**src/rtl/dwt2d_haar_stream_if.sv**
```systemverilog
// Row-in / subband-out stream bundle for the 2D Haar wavelet stage.
// The master side feeds rows and drains beats; the slave side is the transform.
interface dwt2d_haar_stream_if #(
    parameter int PIX_W = 8,
    parameter int N     = 8,
    parameter int CW    = PIX_W + 3,
    parameter int IDX_W = 4
);
    logic                  in_valid;
    logic                  in_ready;
    logic [N*PIX_W-1:0]    in_row;
    logic                  in_last;
    logic                  mode;
    logic                  out_valid;
    logic                  out_ready;
    logic [(N/2)*CW-1:0]   out_ll;
    logic [(N/2)*CW-1:0]   out_hl;
    logic [(N/2)*CW-1:0]   out_lh;
    logic [(N/2)*CW-1:0]   out_hh;
    logic                  out_last;
    logic [IDX_W-1:0]      out_idx;
    logic                  err_odd;

    modport master (
        output in_valid, in_row, in_last, mode, out_ready,
        input  in_ready, out_valid, out_ll, out_hl, out_lh, out_hh,
               out_last, out_idx, err_odd
    );

    modport slave (
        input  in_valid, in_row, in_last, mode, out_ready,
        output in_ready, out_valid, out_ll, out_hl, out_lh, out_hh,
               out_last, out_idx, err_odd
    );
endinterface

```
**src/rtl/dwt2d_haar_stream.sv**
```systemverilog
// Streaming 2D Haar transform: buffers the even row of each pair and, when the
// odd row arrives, produces LL/HL/LH/HH for the whole pair in one output beat.
module dwt2d_haar_stream #(
    parameter int PIX_W = 8,
    parameter int N     = 8,
    parameter int CW    = PIX_W + 3,
    parameter int IDX_W = 4
) (
    input  logic                 clk,
    input  logic                 rst_n,
    dwt2d_haar_stream_if.slave   bus
);
    localparam int HALF  = N / 2;
    localparam int BUS_W = HALF * CW;

    typedef enum logic {EVEN, ODD} phase_t;

    phase_t             state;
    phase_t             state_next;
    logic               ready;
    logic               even_fire;
    logic               odd_fire;
    logic [N*PIX_W-1:0] row_buf;
    logic               mode_q;
    logic [IDX_W-1:0]   pair_cnt;
    logic [BUS_W-1:0]   ll_next;
    logic [BUS_W-1:0]   hl_next;
    logic [BUS_W-1:0]   lh_next;
    logic [BUS_W-1:0]   hh_next;

    // Phase register: which row of the pair the next accepted row will be.
    always_ff @(posedge clk) begin
        if (!rst_n) state <= EVEN;
        else        state <= state_next;
    end

    // Handshake decode; only the odd row waits on the output register.
    always_comb begin
        state_next = state;
        ready      = 1'b0;
        even_fire  = 1'b0;
        odd_fire   = 1'b0;
        if (rst_n) begin
            unique case (state)
                EVEN: begin
                    ready = 1'b1;
                    if (bus.in_valid) begin
                        even_fire = 1'b1;
                        if (!bus.in_last) state_next = ODD;
                    end
                end
                ODD: begin
                    ready = !bus.out_valid || bus.out_ready;
                    if (bus.in_valid && ready) begin
                        odd_fire   = 1'b1;
                        state_next = EVEN;
                    end
                end
                default: state_next = EVEN;
            endcase
        end
    end

    assign bus.in_ready = ready;

    // Even-row buffer and the normalisation mode that goes with the pair.
    always_ff @(posedge clk) begin
        if (!rst_n) begin
            row_buf <= '0;
            mode_q  <= 1'b0;
        end else if (even_fire) begin
            row_buf <= bus.in_row;
            mode_q  <= bus.mode;
        end
    end

    // One butterfly per output column: sums and differences of the 2x2 block.
    for (genvar k = 0; k < HALF; k++) begin : g_lane
        logic signed [CW-1:0] a0, a1, b0, b1;
        logic signed [CW-1:0] sa, da, sb, db;
        logic signed [CW-1:0] ll, hl, lh, hh;

        assign a0 = $signed({{(CW-PIX_W){1'b0}}, row_buf[(2*k)*PIX_W +: PIX_W]});
        assign a1 = $signed({{(CW-PIX_W){1'b0}}, row_buf[(2*k+1)*PIX_W +: PIX_W]});
        assign b0 = $signed({{(CW-PIX_W){1'b0}}, bus.in_row[(2*k)*PIX_W +: PIX_W]});
        assign b1 = $signed({{(CW-PIX_W){1'b0}}, bus.in_row[(2*k+1)*PIX_W +: PIX_W]});

        assign sa = a0 + a1;
        assign da = a0 - a1;
        assign sb = b0 + b1;
        assign db = b0 - b1;

        assign ll = sa + sb;
        assign hl = da + db;
        assign lh = sa - sb;
        assign hh = da - db;

        assign ll_next[k*CW +: CW] = mode_q ? (ll >>> 2) : ll;
        assign hl_next[k*CW +: CW] = mode_q ? (hl >>> 2) : hl;
        assign lh_next[k*CW +: CW] = mode_q ? (lh >>> 2) : lh;
        assign hh_next[k*CW +: CW] = mode_q ? (hh >>> 2) : hh;
    end

    // Output beat register, tile framing, pair counter and sticky odd-tile error.
    always_ff @(posedge clk) begin
        if (!rst_n) begin
            bus.out_valid <= 1'b0;
            bus.out_ll    <= '0;
            bus.out_hl    <= '0;
            bus.out_lh    <= '0;
            bus.out_hh    <= '0;
            bus.out_last  <= 1'b0;
            bus.out_idx   <= '0;
            bus.err_odd   <= 1'b0;
            pair_cnt      <= '0;
        end else begin
            if (odd_fire) begin
                bus.out_valid <= 1'b1;
                bus.out_ll    <= ll_next;
                bus.out_hl    <= hl_next;
                bus.out_lh    <= lh_next;
                bus.out_hh    <= hh_next;
                bus.out_last  <= bus.in_last;
                bus.out_idx   <= pair_cnt;
                pair_cnt      <= bus.in_last ? '0 : pair_cnt + 1'b1;
            end else if (bus.out_ready) begin
                bus.out_valid <= 1'b0;
            end
            if (even_fire && bus.in_last) begin
                bus.err_odd <= 1'b1;
                pair_cnt    <= '0;
            end
        end
    end
endmodule

```
**src/flat_wrapper.sv**
```systemverilog
// flat-port wrapper written by rule: the top's interface ports become plain ports
module dwt2d_haar_stream_flat 
#(
    parameter int PIX_W = 8,
    parameter int N     = 8,
    parameter int CW    = PIX_W + 3,
    parameter int IDX_W = 4
)
  (clk, rst_n, bus_in_valid, bus_in_row, bus_in_last, bus_mode, bus_out_ready, bus_in_ready, bus_out_valid, bus_out_ll, bus_out_hl, bus_out_lh, bus_out_hh, bus_out_last, bus_out_idx, bus_err_odd);
  dwt2d_haar_stream_if #(.PIX_W(PIX_W), .N(N), .CW(CW), .IDX_W(IDX_W)) bus_i ();
  input  logic clk;
  input  logic rst_n;
  input wire logic [$bits(bus_i.in_valid)-1:0] bus_in_valid;
  input wire logic [$bits(bus_i.in_row)-1:0] bus_in_row;
  input wire logic [$bits(bus_i.in_last)-1:0] bus_in_last;
  input wire logic [$bits(bus_i.mode)-1:0] bus_mode;
  input wire logic [$bits(bus_i.out_ready)-1:0] bus_out_ready;
  output wire logic [$bits(bus_i.in_ready)-1:0] bus_in_ready;
  output wire logic [$bits(bus_i.out_valid)-1:0] bus_out_valid;
  output wire logic [$bits(bus_i.out_ll)-1:0] bus_out_ll;
  output wire logic [$bits(bus_i.out_hl)-1:0] bus_out_hl;
  output wire logic [$bits(bus_i.out_lh)-1:0] bus_out_lh;
  output wire logic [$bits(bus_i.out_hh)-1:0] bus_out_hh;
  output wire logic [$bits(bus_i.out_last)-1:0] bus_out_last;
  output wire logic [$bits(bus_i.out_idx)-1:0] bus_out_idx;
  output wire logic [$bits(bus_i.err_odd)-1:0] bus_err_odd;
  assign bus_i.in_valid = bus_in_valid;
  assign bus_i.in_row = bus_in_row;
  assign bus_i.in_last = bus_in_last;
  assign bus_i.mode = bus_mode;
  assign bus_i.out_ready = bus_out_ready;
  assign bus_in_ready = bus_i.in_ready;
  assign bus_out_valid = bus_i.out_valid;
  assign bus_out_ll = bus_i.out_ll;
  assign bus_out_hl = bus_i.out_hl;
  assign bus_out_lh = bus_i.out_lh;
  assign bus_out_hh = bus_i.out_hh;
  assign bus_out_last = bus_i.out_last;
  assign bus_out_idx = bus_i.out_idx;
  assign bus_err_odd = bus_i.err_odd;
  dwt2d_haar_stream #(.PIX_W(PIX_W), .N(N), .CW(CW), .IDX_W(IDX_W)) u_core (.clk(clk), .rst_n(rst_n), .bus(bus_i));
endmodule
```
**config.mk**
```make
export PLATFORM = sky130hd
export DESIGN_NAME = dwt2d_haar_stream_flat
export DESIGN_NICKNAME = d
export VERILOG_FILES = /design/src/rtl/dwt2d_haar_stream_if.sv /design/src/rtl/dwt2d_haar_stream.sv /design/src/flat_wrapper.sv
export SDC_FILE = /design/constraint.sdc
export NUM_CORES = 1
export LEC_CHECK = 0
export CORE_MARGIN = 1.5
export CORE_UTILIZATION = 30
export DETAILED_ROUTE_END_ITERATION = 6
export DONT_BUFFER_PORTS = 1
export GPL_ROUTABILITY_DRIVEN = 0
export GPL_TIMING_DRIVEN = 0
export HOLD_SLACK_MARGIN = 0.15
export MAX_ROUTING_LAYER = met4
export PLACE_DENSITY = 0.54
export SLEW_MARGIN = 20
export SYNTH_ARGS = -nofsm -noshare
export SYNTH_HDL_FRONTEND = slang
export SYNTH_SLANG_ARGS = --single-unit
```
**constraint.sdc**
```tcl
create_clock -name clk -period 12.6 [get_ports clk]
set_input_delay 3.78 -clock clk [delete_from_list [all_inputs] [get_ports clk]]
set_output_delay 3.78 -clock clk [all_outputs]
set_load 0.03 [all_outputs]
```
==> results of run 1 <==
==> power by group <==
part	leakage, nW	internal, mW	switching [mW]	total, mW
clock	0.502	0.538	0.414	0.952
sequential	1.93	0.801	0.153	0.955
combinational	7.32	0.713	1.21	1.93
total	9.75	2.05	1.78	3.83
==> how the worst max path moves through the flow <==
stage,startpoint,end,slack [ns],cells past startpoint
4_1_cts,rst_n,bus_in_ready,3.64,4
3_3_place_gp,rst_n,bus_in_ready,3.64,4
6_report,rst_n,bus_in_ready,3.65,4
2_1_floorplan,rst_n,bus_in_ready,4.13,4
5_1_grt,rst_n,bus_in_ready,3.59,4
3_5_place_dp,rst_n,bus_in_ready,3.64,4
==> cell type report <==
type / count / area [sq um]
Antenna cell: 1 / 2.50
Inverter: 228 / 856
Sequential cell: 237 / 4740
Clock buffer: 37 / 838
Fill cell: 7326 / 45500
Tap cell: 882 / 1100
Multi-Input combinational cell: 2039 / 14300
Buffer: 162 / 754
Clock inverter: 20 / 213
==> cells in the final DEF, fill, tap and decap left out, types with 14 or more instances in the layout <==
cell       netlist  routed
ha_1           273     273
a21o_1          32      32
nor2b_1         39      39
a31oi_1         24      24
o21ai_0        160     160
nand2_1        254     254
buf_2           35      35
clkbuf_16        0      31
a21oi_1        297     297
nor2_1         197     197
buf_1           29      29
nand3_1         39      39
a211oi_1        31      31
o21bai_1        45      45
or3_1           14      14
xor2_1          64      64
fa_1            32      32
inv_1          226     226
nor3_1          61      61
clkbuf_1        75      76
o21a_1          24      24
o31ai_1         16      16
o211ai_1        15      15
nand2b_1        53      53
xnor2_1        144     144
dfxtp_1        237     237
buf_4           19      19
==> sequential cells by signal (all words and copies together), names as in the netlist <==
name / count
u_core.row_buf: 64
u_core.bus.out_hh: 40
u_core.bus.out_hl: 40
u_core.bus.out_lh: 40
u_core.bus.out_ll: 40
u_core.bus.out_idx: 4
u_core.pair_cnt: 4
u_core.bus.err_odd: 1
u_core.bus.out_last: 1
u_core.bus.out_valid: 1
u_core.mode_q: 1
u_core.state: 1
==> routing by layer <==
metal / track usage, % / up-vias / routed length, um
li1: - / 9167 / -
met1: 29.3 / 9093 / 34900
met2: 37.3 / 935 / 37400
met3: 10.7 / 205 / 11800
met4: 9.45 / 0 / 4120
met5: - / - / 0
==> critical path, stage by stage <==
cell and delay [ns]:
buf_2 0.16, inv_2 0.10, clkbuf_1 0.38, a21oi_1 0.75
==> kinds of logic (layout without fill, tap and decap cells) <==
group / after synthesis / in the layout / share of synthesized area (%)
multiplexers: 11 / 11 / 0.533
other: 1 / 5 / 0.0181
AND/OR/NAND/NOR: 725 / 725 / 16.1
AO/OA/AOI/OAI: 786 / 786 / 24.1
buffers and inverters: 390 / 447 / 7.79
flip-flops: 237 / 237 / 23.0
XOR/XNOR: 208 / 208 / 8.82
adder cells (fa/ha/maj): 305 / 305 / 19.6
==> run_results.csv, run 1 <==
group,metric,value,unit
outcome,outcome,"complete, no violations",
timing,setup_viol,0,
clock_tree,cts_setup_buffers,0,
die,die_w,265,um
synth,yosys.area.top_type,"dfxtp_1",
global_routing,grt_usage,24.9,%
clock_tree,cts_tree,"done",
synth,ys_async_sr_fraction,0,%
placed_design,place_inst,3548,
global_routing,grt_max_degree,16,
synth,ys_seq_elements,237,
global_routing,grt_pass1_vias,18300,
placed_design,dpl_worst_slack,3.64,ns
placed_design,io_buffers,0,
timing,rsz0062_at_grt,"false",
synth,synth_area_per_cell,7.76,sq um
clock_tree,cts-root-buf,"clkbuf_16",
synth,synth_commonest_cells,"a21oi_1 (297), ha_1 (273), nand2_1 (254)",
critical_path,reg2reg_to,"u_core.bus.out_hh[28]$_SDFFE_PN0P_",
timing,setup_slack,3.65,ns
placed_design,dp_hpwl,69300,um
drt,via_count,19400,
final_layout,postLayoutCoreUtil,33.4,%
timing,fmax,112,MHz
clock_tree,ctsLongestPathBuffers,3,
clock_tree,clock_latency,0.63,ns
clock_tree,cts_resized,0,
synth,yosysUniqueCellTypes,84,
timing,worst_slew_pin_slew,1.16,ns
synth,seq_area_frac_synth,23.0,%
clock_tree,cts_made_buffers,31,
pwr,p_leak,9.75,nW
timing,hold_ws,0.473,ns
hold_path,hold_start,"u_core.row_buf[48]$_SDFFE_PN0P_",
die,ioPinCount,254,
clock_tree,clk_transition_reported_paths,0.06,ns
die,num_rows,96,
global_routing,antenna_found_initial,5,
synth,synth.most_common_cell,"a21oi_1",
hold_path,hold_path.class,"flop to flop",
critical_path,cp-start-kind,"input pin",
timing,slew_headroom,21.8,%
pwr,ir_worst_vdd,0.000109,V
pwr,p_total,3.83,mW
global_routing,grt_pass1_wl,125000,um
final_layout,final_area,22800,sq um
timing,finalSetupTns,0,ns
die,dieArea,70500,sq um
placed_design,place_area,21800,sq um
drt,drc,0,
critical_path,timing.rr.start,"u_core.row_buf[32]$_SDFFE_PN0P_",
drt,ant_nets,0,
hold_path,min_to,"u_core.row_buf[48]$_SDFFE_PN0P_",
clock_tree,cts_hold_buf,0,
final_layout,fin_nets,3074,
job,cap_viol_max_count,0,
clock_tree,cts-htree-levels,1,
drt,wl_per_cell,24.5,um
drt,via_per_inst,5.38,
critical_path,r2r_cells,17,
critical_path,worstPathMaxFanout,10,
critical_path,worstSetupPathType,"input pin to output pin",
final_layout,fin_cells,3606,
synth,synth_edf_count,0,
global_routing,overflow,0,
drt,totalWireLength,88200,um
synth,synth_ff_type,"dfxtp_1",
critical_path,crit_path_end_kind,"output pin",
final_layout,synthToLayoutAreaGrowth,10.5,%
critical_path,regToRegSetupSlack,8.42,ns
critical_path,worstPathRequired,8.82,ns
die,core_area,68300,sq um
synth,synth.top_cell.area_share,23.0,%
timing,finalHoldViolations,0,
drt,drt-pass1-iter-count,6,
timing,drv_slew,0,
clock_tree,clock-sinks,237,
hold_path,whs_path_depth,2,
synth,synth_warnings,0,
synth,synthTopCellsByArea,"dfxtp_1 (23%), ha_1 (17%), a21oi_1 (7.2%)",
synth,syn_inst,2663,
critical_path,cp_data_arrival_time,5.17,ns
die,start_util,30.2,%
die,chipHeight,265,um
timing,period_needed,8.95,ns
drt,drtIter0Drc,1986,
timing,min_period_over_period,71.0,%
pwr,p_per_area,168,nW/um^2
final_layout,drive_above_1_share,5.69,%
synth,synth_area,20700,sq um
timing,fin_skew,0.0271,ns
Power figures use the tool's default switching activity.
==> inputs of run 2 (changes only) <==
- PLACE_DENSITY: 0.54 -> 0.55
- clock period: 12.6 -> 8 ns (I/O delays scaled with it)
==> run 2 against run 1 <==
Design area is 0.26% higher. Critical endpoint unchanged. Non-clock buffer count unchanged. Power grew 60%. Combinational power up 57%. Via count grew 0.34%. Flip-flop and latch count is the same. First-iteration DRC count down 8.6%. Critical path type unchanged. Clock power up 66%. Register-to-register slack worse by 4.7 ns. Hold slack got worse by 0.0018 ns. Final cell count is 0.11% lower.
==> run_results.csv, run 2 (synthesized netlist as in run 1, its figures left out) <==
group,metric,value,unit
timing,rsz0062_at_grt,"false",
drt,drt-pass1-iter-count,6,
drt,totalWireLength,88000,um
final_layout,largest_register_ffs,64,
final_layout,synthToLayoutAreaGrowth,10.8,%
die,chipHeight,265,um
drt,drtIter0Drc,1816,
placed_design,dp_hpwl,69400,um
drt,via_per_inst,5.40,
critical_path,r2r_cells,17,
timing,slew_headroom,23.0,%
timing,period_needed,6.23,ns
clock_tree,cts_tree,"done",
global_routing,overflow,0,
final_layout,layout_common_cells,"a21oi_1 (297), ha_1 (273), nand2_1 (254), dfxtp_1 (237), inv_1 (226)",
die,die_w,265,um
clock_tree,clock_latency,0.61,ns
die,start_util,30.2,%
hold_path,hold_path.class,"flop to flop",
final_layout,postLayoutCoreUtil,33.5,%
global_routing,grt_pass1_vias,18800,
die,num_rows,96,
clock_tree,cts_resized,0,
clock_tree,cts_made_buffers,30,
final_layout,multiInputGateArea,14300,sq um
global_routing,grt_pass1_wl,126000,um
final_layout,ff_latch_area,4740,sq um
pwr,p_leak,9.79,nW
drt,drc,0,
critical_path,reg2reg_to,"u_core.bus.out_hh[28]$_SDFFE_PN0P_",
clock_tree,cts_setup_buffers,0,
critical_path,worstSetupPathType,"input pin to output pin",
pwr,p_per_area,267,nW/um^2
die,dieArea,70500,sq um
final_layout,regMostFlops,"u_core.row_buf",
critical_path,worstPathRequired,5.60,ns
clock_tree,cts-root-buf,"clkbuf_16",
outcome,outcome,"complete, no violations",
clock_tree,cts-htree-levels,1,
timing,setup_viol,0,
timing,drv_slew,0,
critical_path,timing.rr.start,"u_core.row_buf[32]$_SDFFE_PN0P_",
timing,worst_slew_pin_slew,1.15,ns
hold_path,min_to,"u_core.bus.out_idx[3]$_SDFFE_PN0P_",
drt,via_count,19500,
critical_path,regToRegSetupSlack,3.75,ns
hold_path,whs_path_depth,2,
final_layout,drive_above_1_share,5.45,%
final_layout,fin_nets,3073,
critical_path,cp-start-kind,"input pin",
timing,finalHoldViolations,0,
critical_path,worstPathMaxFanout,10,
critical_path,cp_data_arrival_time,3.83,ns
pwr,ir_worst_vdd,0.000168,V
job,cap_viol_max_count,0,
die,ioPinCount,254,
clock_tree,clock-sinks,237,
clock_tree,ctsLongestPathBuffers,3,
drt,ant_nets,0,
global_routing,antenna_found_initial,6,
hold_path,hold_start,"u_core.pair_cnt[3]$_SDFFE_PP0P_",
final_layout,fillCellCount,7352,
timing,finalSetupTns,0,ns
timing,min_period_over_period,77.9,%
drt,wl_per_cell,24.4,um
die,core_area,68300,sq um
timing,fmax,161,MHz
placed_design,io_buffers,0,
global_routing,grt_usage,25.0,%
clock_tree,cts_hold_buf,0,
timing,fin_skew,0.0133,ns
final_layout,final_common_cell,"a21oi_1",
global_routing,grt_max_degree,15,
clock_tree,clk_transition_reported_paths,0.06,ns
critical_path,crit_path_end_kind,"output pin",
[run 2: changes by cell type in the layout (fill, tap and decap cells not counted)]
| cell | change |
|---|---|
| inv_6 | -3 |
| clkbuf_8 | +2 |
| clkinv_4 | -1 |
| clkinvlp_4 | -6 |
| clkinv_2 | -3 |
| bufinv_16 | +4 |
| diode_2 | +3 |
[run 2: routing by layer]
layer / up-vias / share of wire [%] / GRT usage (%)
met5: - / 0 / -
met4: 0 / 4.6 / 9.73
met3: 202 / 14 / 11.9
met2: 905 / 43 / 37.6
met1: 9195 / 39 / 28.5
li1: 9164 / - / -
[run 2: metrics by stage]
step                      hold slack [ns]  setup WS (ns)  std cells  total power, mW  cell area [sq um]
after floorplan                     0.445           2.29       2666             3.64              20700
after global placement              0.462           1.80       3548             4.47              21800
after detailed placement            0.468           1.79       3548             4.48              21800
after CTS                           0.472           1.79       3598             6.06              22900
after global routing                0.495           1.72       3601             6.44              22900
final                               0.472           1.77       3602             6.12              22900
[run 2: worst max-delay path by stage]
stage,start,to,slack (ns),cells past startpoint
final,rst_n,bus_in_ready,1.77,4
after global routing,rst_n,bus_in_ready,1.72,4
after CTS,rst_n,bus_in_ready,1.79,4
after detailed placement,rst_n,bus_in_ready,1.79,4
after global placement,rst_n,bus_in_ready,1.80,4
after floorplan,rst_n,bus_in_ready,2.29,4
[run 2: where the power goes]
group / switching (mW) / total (mW) / internal (mW)
Sequential: 0.243 / 1.51 / 1.26
Clock: 0.607 / 1.58 / 0.977
Combinational: 1.91 / 3.03 / 1.12
[run 2: critical path, cell delays in order]
cell,delay (ns)
buf_2,0.16
inv_2,0.11
clkbuf_1,0.39
a21oi_1,0.77
[run 2: area by class of cell]
| class | instances | area share, % |
|---|---|---|
| Inverter | 228 | 3.74 |
| Antenna cell | 4 | 0.0437 |
| Clock buffer | 39 | 3.78 |
| Multi-Input combinational cell | 2039 | 62.6 |
| Clock inverter | 11 | 1.04 |
| Tap cell | 882 | 4.82 |
| Buffer | 162 | 3.30 |
| Sequential cell | 237 | 20.7 |
==> inputs of run 3 (changes only) <==
- clock period: 8 -> 5.5 ns (I/O delays scaled with it)
==> results of run 3 <==
The final DEF is identical to that of run 2. Status: complete, no violations.
Among the figures that moved: setup slack after placement 1.79 ns -> 0.0807 ns; setup slack after layout 1.77 ns -> 0.605 ns; start point of the critical path rst_n -> bus_in_row[32]; end point of the critical path bus_in_ready -> u_core.bus.out_hh[28]$_SDFFE_PN0P_; register-to-register setup slack 3.75 ns -> 1.25 ns; total power 6.12 mW -> 8.90 mW; worst IR drop on VDD 0.000168 V -> 0.000245 V
